--- src/rtl/mem_port_arbiter.sv ---
// Shares one single-ported memory between instruction fetch and data load/store,
// with data priority bounded by a starvation guard for fetch.
//
// state   | meaning
// IDLE    | no access outstanding, mem_req low
// IF_BUSY | fetch access presented to memory, waiting for mem_ready
// DM_BUSY | data access presented to memory, waiting for mem_ready
module mem_port_arbiter #(
    parameter int AW     = 16,
    parameter int DW     = 16,
    parameter int DM_MAX = 4
) (
    input  logic          clk,
    input  logic          reset,
    input  logic          if_req,
    input  logic [AW-1:0] if_addr,
    output logic          if_valid,
    output logic [DW-1:0] if_data,
    input  logic          dm_rd,
    input  logic          dm_wr,
    input  logic [AW-1:0] dm_addr,
    input  logic [DW-1:0] dm_wdata,
    output logic          dm_valid,
    output logic [DW-1:0] dm_rdata,
    output logic          stall_f,
    output logic          stall_m,
    output logic          mem_req,
    output logic          mem_we,
    output logic [AW-1:0] mem_addr,
    output logic [DW-1:0] mem_wdata,
    input  logic [DW-1:0] mem_rdata,
    input  logic          mem_ready,
    output logic [15:0]   conflict_cnt
);

    localparam int SW = $clog2(DM_MAX + 1);

    typedef enum logic [1:0] {IDLE, IF_BUSY, DM_BUSY} stateT;

    stateT          state;
    stateT          stateNext;
    logic [SW-1:0]  starvCnt;
    logic [SW-1:0]  starvNext;
    logic           ifElig;
    logic           dmElig;
    logic           arbEn;
    logic           starved;
    logic           grantDm;
    logic           grantIf;
    logic           conflictHit;

    assign stall_f = if_req & ~if_valid;
    assign stall_m = (dm_rd | dm_wr) & ~dm_valid;

    always_comb begin
        ifElig      = if_req & ~if_valid;
        dmElig      = (dm_rd | dm_wr) & ~dm_valid;
        arbEn       = (state == IDLE) | mem_ready;
        starved     = ifElig & (starvCnt == SW'(DM_MAX));
        grantDm     = arbEn & dmElig & ~starved;
        grantIf     = arbEn & ifElig & ~grantDm;
        conflictHit = ifElig & ((state == DM_BUSY) | grantDm);

        stateNext = state;
        if (arbEn) begin
            if (grantDm) begin
                stateNext = DM_BUSY;
            end else if (grantIf) begin
                stateNext = IF_BUSY;
            end else begin
                stateNext = IDLE;
            end
        end

        // Fetch going quiet or being served resets its patience.
        starvNext = starvCnt;
        if (!ifElig || grantIf) begin
            starvNext = '0;
        end else if (grantDm) begin
            starvNext = starvCnt + 1'b1;
        end
    end

    always_ff @(posedge clk) begin
        if (!reset) begin
            state        <= IDLE;
            starvCnt     <= '0;
            if_valid     <= 1'b0;
            if_data      <= '0;
            dm_valid     <= 1'b0;
            dm_rdata     <= '0;
            mem_req      <= 1'b0;
            mem_we       <= 1'b0;
            mem_addr     <= '0;
            mem_wdata    <= '0;
            conflict_cnt <= '0;
        end else begin
            state    <= stateNext;
            starvCnt <= starvNext;
            if_valid <= (state == IF_BUSY) & mem_ready;
            dm_valid <= (state == DM_BUSY) & mem_ready;

            if (state == IF_BUSY && mem_ready) begin
                if_data <= mem_rdata;
            end
            // mem_we still holds the direction of the access completing now.
            if (state == DM_BUSY && mem_ready) begin
                dm_rdata <= mem_we ? '0 : mem_rdata;
            end

            if (arbEn) begin
                mem_req <= grantDm | grantIf;
                if (grantDm) begin
                    mem_we    <= dm_wr;
                    mem_addr  <= dm_addr;
                    mem_wdata <= dm_wdata;
                end else if (grantIf) begin
                    mem_we    <= 1'b0;
                    mem_addr  <= if_addr;
                    mem_wdata <= '0;
                end else begin
                    mem_we    <= 1'b0;
                end
            end

            if (conflictHit && conflict_cnt != 16'hFFFF) begin
                conflict_cnt <= conflict_cnt + 16'd1;
            end
        end
    end

endmodule

--- config.mk ---
export PLATFORM = sky130hd
export DESIGN_NAME = mem_port_arbiter
export DESIGN_NICKNAME = d
export VERILOG_FILES = /design/src/rtl/mem_port_arbiter.sv
export SDC_FILE = /design/constraint.sdc
export NUM_CORES = 1
export LEC_CHECK = 0
export CAP_MARGIN = 20
export CELL_PAD_IN_SITES_DETAIL_PLACEMENT = 0
export CELL_PAD_IN_SITES_GLOBAL_PLACEMENT = 1
export CORE_MARGIN = 2
export CORE_UTILIZATION = 32
export CTS_CLUSTER_DIAMETER = 200
export DETAILED_ROUTE_END_ITERATION = 8
export MAX_ROUTING_LAYER = met4
export PLACE_DENSITY = 0.87
export SYNTH_ARGS = -nofsm -noshare
export SYNTH_HDL_FRONTEND = slang
export SYNTH_SLANG_ARGS = --single-unit
--- constraint.sdc ---
create_clock -name clk -period 3.8 [get_ports clk]
set_input_delay 0.76 -clock clk [delete_from_list [all_inputs] [get_ports clk]]
set_output_delay 0.76 -clock clk [all_outputs]
set_load 0.01 [all_outputs]
---- Word-level counts from Yosys, hierarchy flattened ----
Index checks and enable logic that the tools add are counted.
W data, S select, Z words.
word-level totals
  register bits after elaboration ......... 89
  bits of input ports ..................... 70
operators by class
  bitwise operators ....................... 19
  multiplexer cells ....................... 8
  $add $sub $neg .......................... 2
  reduce and logical (&&, ||, !) cells .... 9
  equal/unequal tests ..................... 4
operator list
  operator                 count
  $mux W16                 5
  $add A16 B1 Y16 const B  1
  $ne A16 B16 Y1 const B   1
  $and A1 B1 Y1            10
  $not A1 Y1               5
  $or A1 B1 Y1             4
  $add A3 B1 Y3 const B    1
  $eq A3 B3 Y1 const B     1
  $logic_and A1 B1 Y1      3
  $eq A2 B1 Y1 const B     1
  $eq A2 B2 Y1 const B     1
  $logic_not A2 Y1         1
  $mux W1                  2
  $mux W2                  1
  $reduce_and A2 Y1        1
  $reduce_bool A2 Y1       1
  $reduce_or A2 Y1         1
  $logic_not A1 Y1         1
  $logic_or A1 B1 Y1       1

---- Depth between registers and ports, before layout ----
  depth in word-level cells ............... 9
  gate-level depth with buffers ........... 8

---- Worst setup path before layout ----
No wires, ideal clock.
  kind .................................... input to register
  start ................................... in dm_wr
  end ..................................... reg conflict_cnt[15]
  stages .................................. 6
  data required time ...................... 3.730 ns
  setup slack ............................. 1.673 ns
  data arrival time ....................... 2.056 ns
  cells stage by stage .................... o21ba_1 > buf_6 > a21oi_2 > or3_4 > or4_1 > a21oi_1
on the way
  longest elaborated chain between the ends .. 7
ends and longest elaborated chain
  item                         line  source
  start: declaration           20    input logic dm_wr,
  $or A1 B1 Y1                 -
  $and A1 B1 Y1                -
  via stall_m                  26    output logic stall_m,
  $and A1 B1 Y1 (2 in series)  60    grantDm = arbEn & dmElig & ~starved;
  $or A1 B1 Y1                 62    conflictHit = ifElig & ((state == DM_BUSY) | grantDm);
  $and A1 B1 Y1                62
  $logic_and A1 B1 Y1          126   if (conflictHit && conflict_cnt != 16'hFFFF) begin
  end signal: assignment       127   conflict_cnt <= conflict_cnt + 16'd1;
  end: declaration             33    output logic [15:0] conflict_cnt
The timed path passes the listed nets, and every way through them passes these cells.
A chain may end at the register's enable or synchronous reset.

---- Final worst setup path ----
  start ................................... in dm_wr
  end ..................................... out stall_m
on the way
  longest elaborated chain between the ends .. 2
ends and longest elaborated chain
  item              line  source
  $or A1 B1 Y1      53    assign stall_m = (dm_rd | dm_wr) & ~dm_valid;
  $and A1 B1 Y1     53
  end: declaration  26
Every way passes these cells.

==> results.json <==
{
  "status": "complete, no violations",
  "synth.most_common_cell": "dfxtp_1",
  "pin_count": 156,
  "grt_use_total_pct": 15.91,
  "avgViaCountPerCell": 4.799,
  "ant_nets": 0,
  "n_fill_cell": 1021,
  "synthFlopType": "dfxtp_1",
  "grt_overflow": 0,
  "dr.pass1.iters": 4,
  "chipWidth_um": 108.9,
  "power.total_mw": 2.068,
  "setup_viol": 0,
  "fin_worst_skew_ns": 0.01423,
  "gp_congestion": 0.7777,
  "setup_tns_ns": 0,
  "synth_area_leaders": "dfxtp_1, mux2i_1, nand2_1",
  "synth_cell_types": 38,
  "cp_common_cell": "clkdlybuf4s50_1",
  "clk_pin_slew_ns": 0.08,
  "worstSetupEndpointType": "output port",
  "hold_violations": 0,
  "grt_max_degree": 43,
  "synth_fp_nets": 457,
  "slowest_stage": "clkdlybuf4s50_1",
  "peakVddDrop_mv": 0.1639,
  "cap_violations": 0,
  "netlist_instances": 384,
  "clockBufferDepth": 2,
  "cts_tree": "built",
  "ys_seq_area_share_pct": 50.62,
  "synth-seq-cells": 89,
  "synthTopCellsByCount": "dfxtp_1, nand2_1, nor2_1",
  "n_antenna_cell": 0,
  "fmax_mhz": 341.6,
  "slew_headroom_pct": 61.41,
  "cp.arrival_ns": 2.17,
  "powerDensity_nw_per_um2": 381.1,
  "wl_per_cell_um": 13.34,
  "synth_area_um2": 3520,
  "dp_hpwl_um": 6870,
  "path_cells": "clkdlybuf4s50_1 > o21ba_1 > clkdlybuf4s50_1",
  "insertion_delay_ns": 0.34,
  "cts_sinks": 89,
  "async_flop_share_pct": 0,
  "final-max-slew-violation-count": 0,
  "synth_edf_count": 0,
  "antenna_found_initial": 0,
  "cts_setup_buffers": 0,
  "ctsHoldBuffers": 0,
  "p_leak_nw": 2.070,
  "syn2layout_area_growth_pct": 54.18,
  "grt_pass1_wl_um": 14810,
  "fp.dieH_um": 108.9,
  "drive_gt1_share_pct": 5.556,
  "yosysWarnings": 0,
  "synth_top_area_share_pct": 50.62,
  "cp-start-kind": "input pin",
  "required_ns": 3.04,
  "min_path_type": "reg -> reg",
  "rsz0062_at_grt": "false",
  "finalNetCount": 608,
  "yosys.area.top_type": "dfxtp_1",
  "drt_wl_total_um": 9072,
  "initial_utilization_pct": 32.61,
  "cts_made_buffers": 9,
  "period_share_pct": 77.03,
  "io_buffers": 155,
  "worst_slew_pin_slew_ns": 0.5789,
  "die-area_um2": 11850,
  "avgSynthCellArea_um2": 9.166,
  "drt_iter0_drc": 117,
  "cts-htree-levels": 3,
  "drc": 0,
  "root_buffer": "clkbuf_8",
  "cpPeakStageDelay_ns": 0.60,
  "fin_crit_ns": 2.927,
  "core-area_um2": 10790,
  "row_count": 38,
  "cts_resized": 0,
  "vias": 3263,
  "crit_type": "in -> out",
  "first_global_vias": 3156,
  "crit_fanout": 6
}
[critical path: cells and delay by family]
| kind | cells | cell delay, ns |
|---|---|---|
| compound gates | 1 | 0.32 |
| buf+inv | 2 | 1.09 |
[flip-flops by register name (all words and copies together), names as in the netlist]
register and flops:
mem_addr 16, conflict_cnt 16, dm_valid 1, starvCnt 3
state 2, mem_we 1, mem_req 1, mem_wdata 16
dm_rdata 16, if_data 16, if_valid 1
[power by group]
group	switching, mW	total [mW]	internal (mW)	leakage (nW)
logic	0.174	0.398	0.224	1.25
clock network	0.325	0.651	0.326	0.0962
registers	0.0325	1.02	0.987	0.728
total	0.532	2.07	1.54	2.07
[cell type report]
cell class              instances  area [um^2]  share of cell area [%]
clock inverters                 5        62.56                   1.153
repair buffers                164         1630                   30.04
well taps                     140        175.2                   3.228
clock buffers                  11        141.4                   2.605
flip-flops and latches         89         1782                   32.83
inverters                       6        22.52                  0.4150
multi-input cells             265         1613                   29.72
[worst paths after layout]
| check | start | cells past startpoint | slack (ns) | to |
|---|---|---|---|---|
| worst max register to register | dm_valid$_SDFF_PN0_ | 5 | 1.81 | conflict_cnt[15]$_SDFFE_PN0P_ |
| worst min register to register | if_data[13]$_SDFFE_PN0P_ | 2 | 0.46 | if_data[13]$_SDFFE_PN0P_ |
| worst max-delay path | dm_wr | 3 | 0.87 | stall_m |
| worst min-delay path | if_data[13]$_SDFFE_PN0P_ | 2 | 0.46 | if_data[13]$_SDFFE_PN0P_ |
[cells in the final DEF, fill, tap and decap left out, types with 16 or more instances in the layout]
cell and n:
clkdlybuf4s50_1 155, nand2_1 51, dfxtp_1 89, a22o_1 16, nor2_1 47, mux2i_1 25
a21oi_1 25, a22oi_1 18, a211oi_1 16
[metal layers]
| metal | GRT usage [%] | vias to the layer above | routed length [um] |
|---|---|---|---|
| met5 | - | - | 0 |
| met4 | 4.945 | 0 | 112 |
| met3 | 3.766 | 12 | 759 |
| met2 | 25.47 | 119 | 4175 |
| met1 | 19.87 | 1471 | 4024 |
| li1 | - | 1661 | - |
[logic make-up (layout without fill, tap and decap cells)]
logic type	after synthesis	after routing	share of synthesized area (%)
xor gates and xnor gates	2	2	0.4978
muxes	25	25	7.110
adders and majority gates	3	3	1.067
AOI/OAI and AO/OA	88	88	17.85
buffers and inverters	30	186	3.626
and+or+nand+nor	147	147	19.23
DFF	89	89	50.62
[per-stage QoR]
stage	instance area [um^2]	util [%]	instances	setup slack (ns)	hold WS, ns
after floorplan	3520	-	384	1.673	0.4573
after global placement	5181	48.01	660	0.8599	0.4423
after detailed placement	5192	48.11	661	0.7981	0.4480
after CTS	5396	50.00	677	0.8548	0.4595
after global routing	5426	50.28	680	0.7937	0.4821
final	5426	50.28	680	0.8727	0.4587
Note: power is estimated with default switching activity, not from simulation.
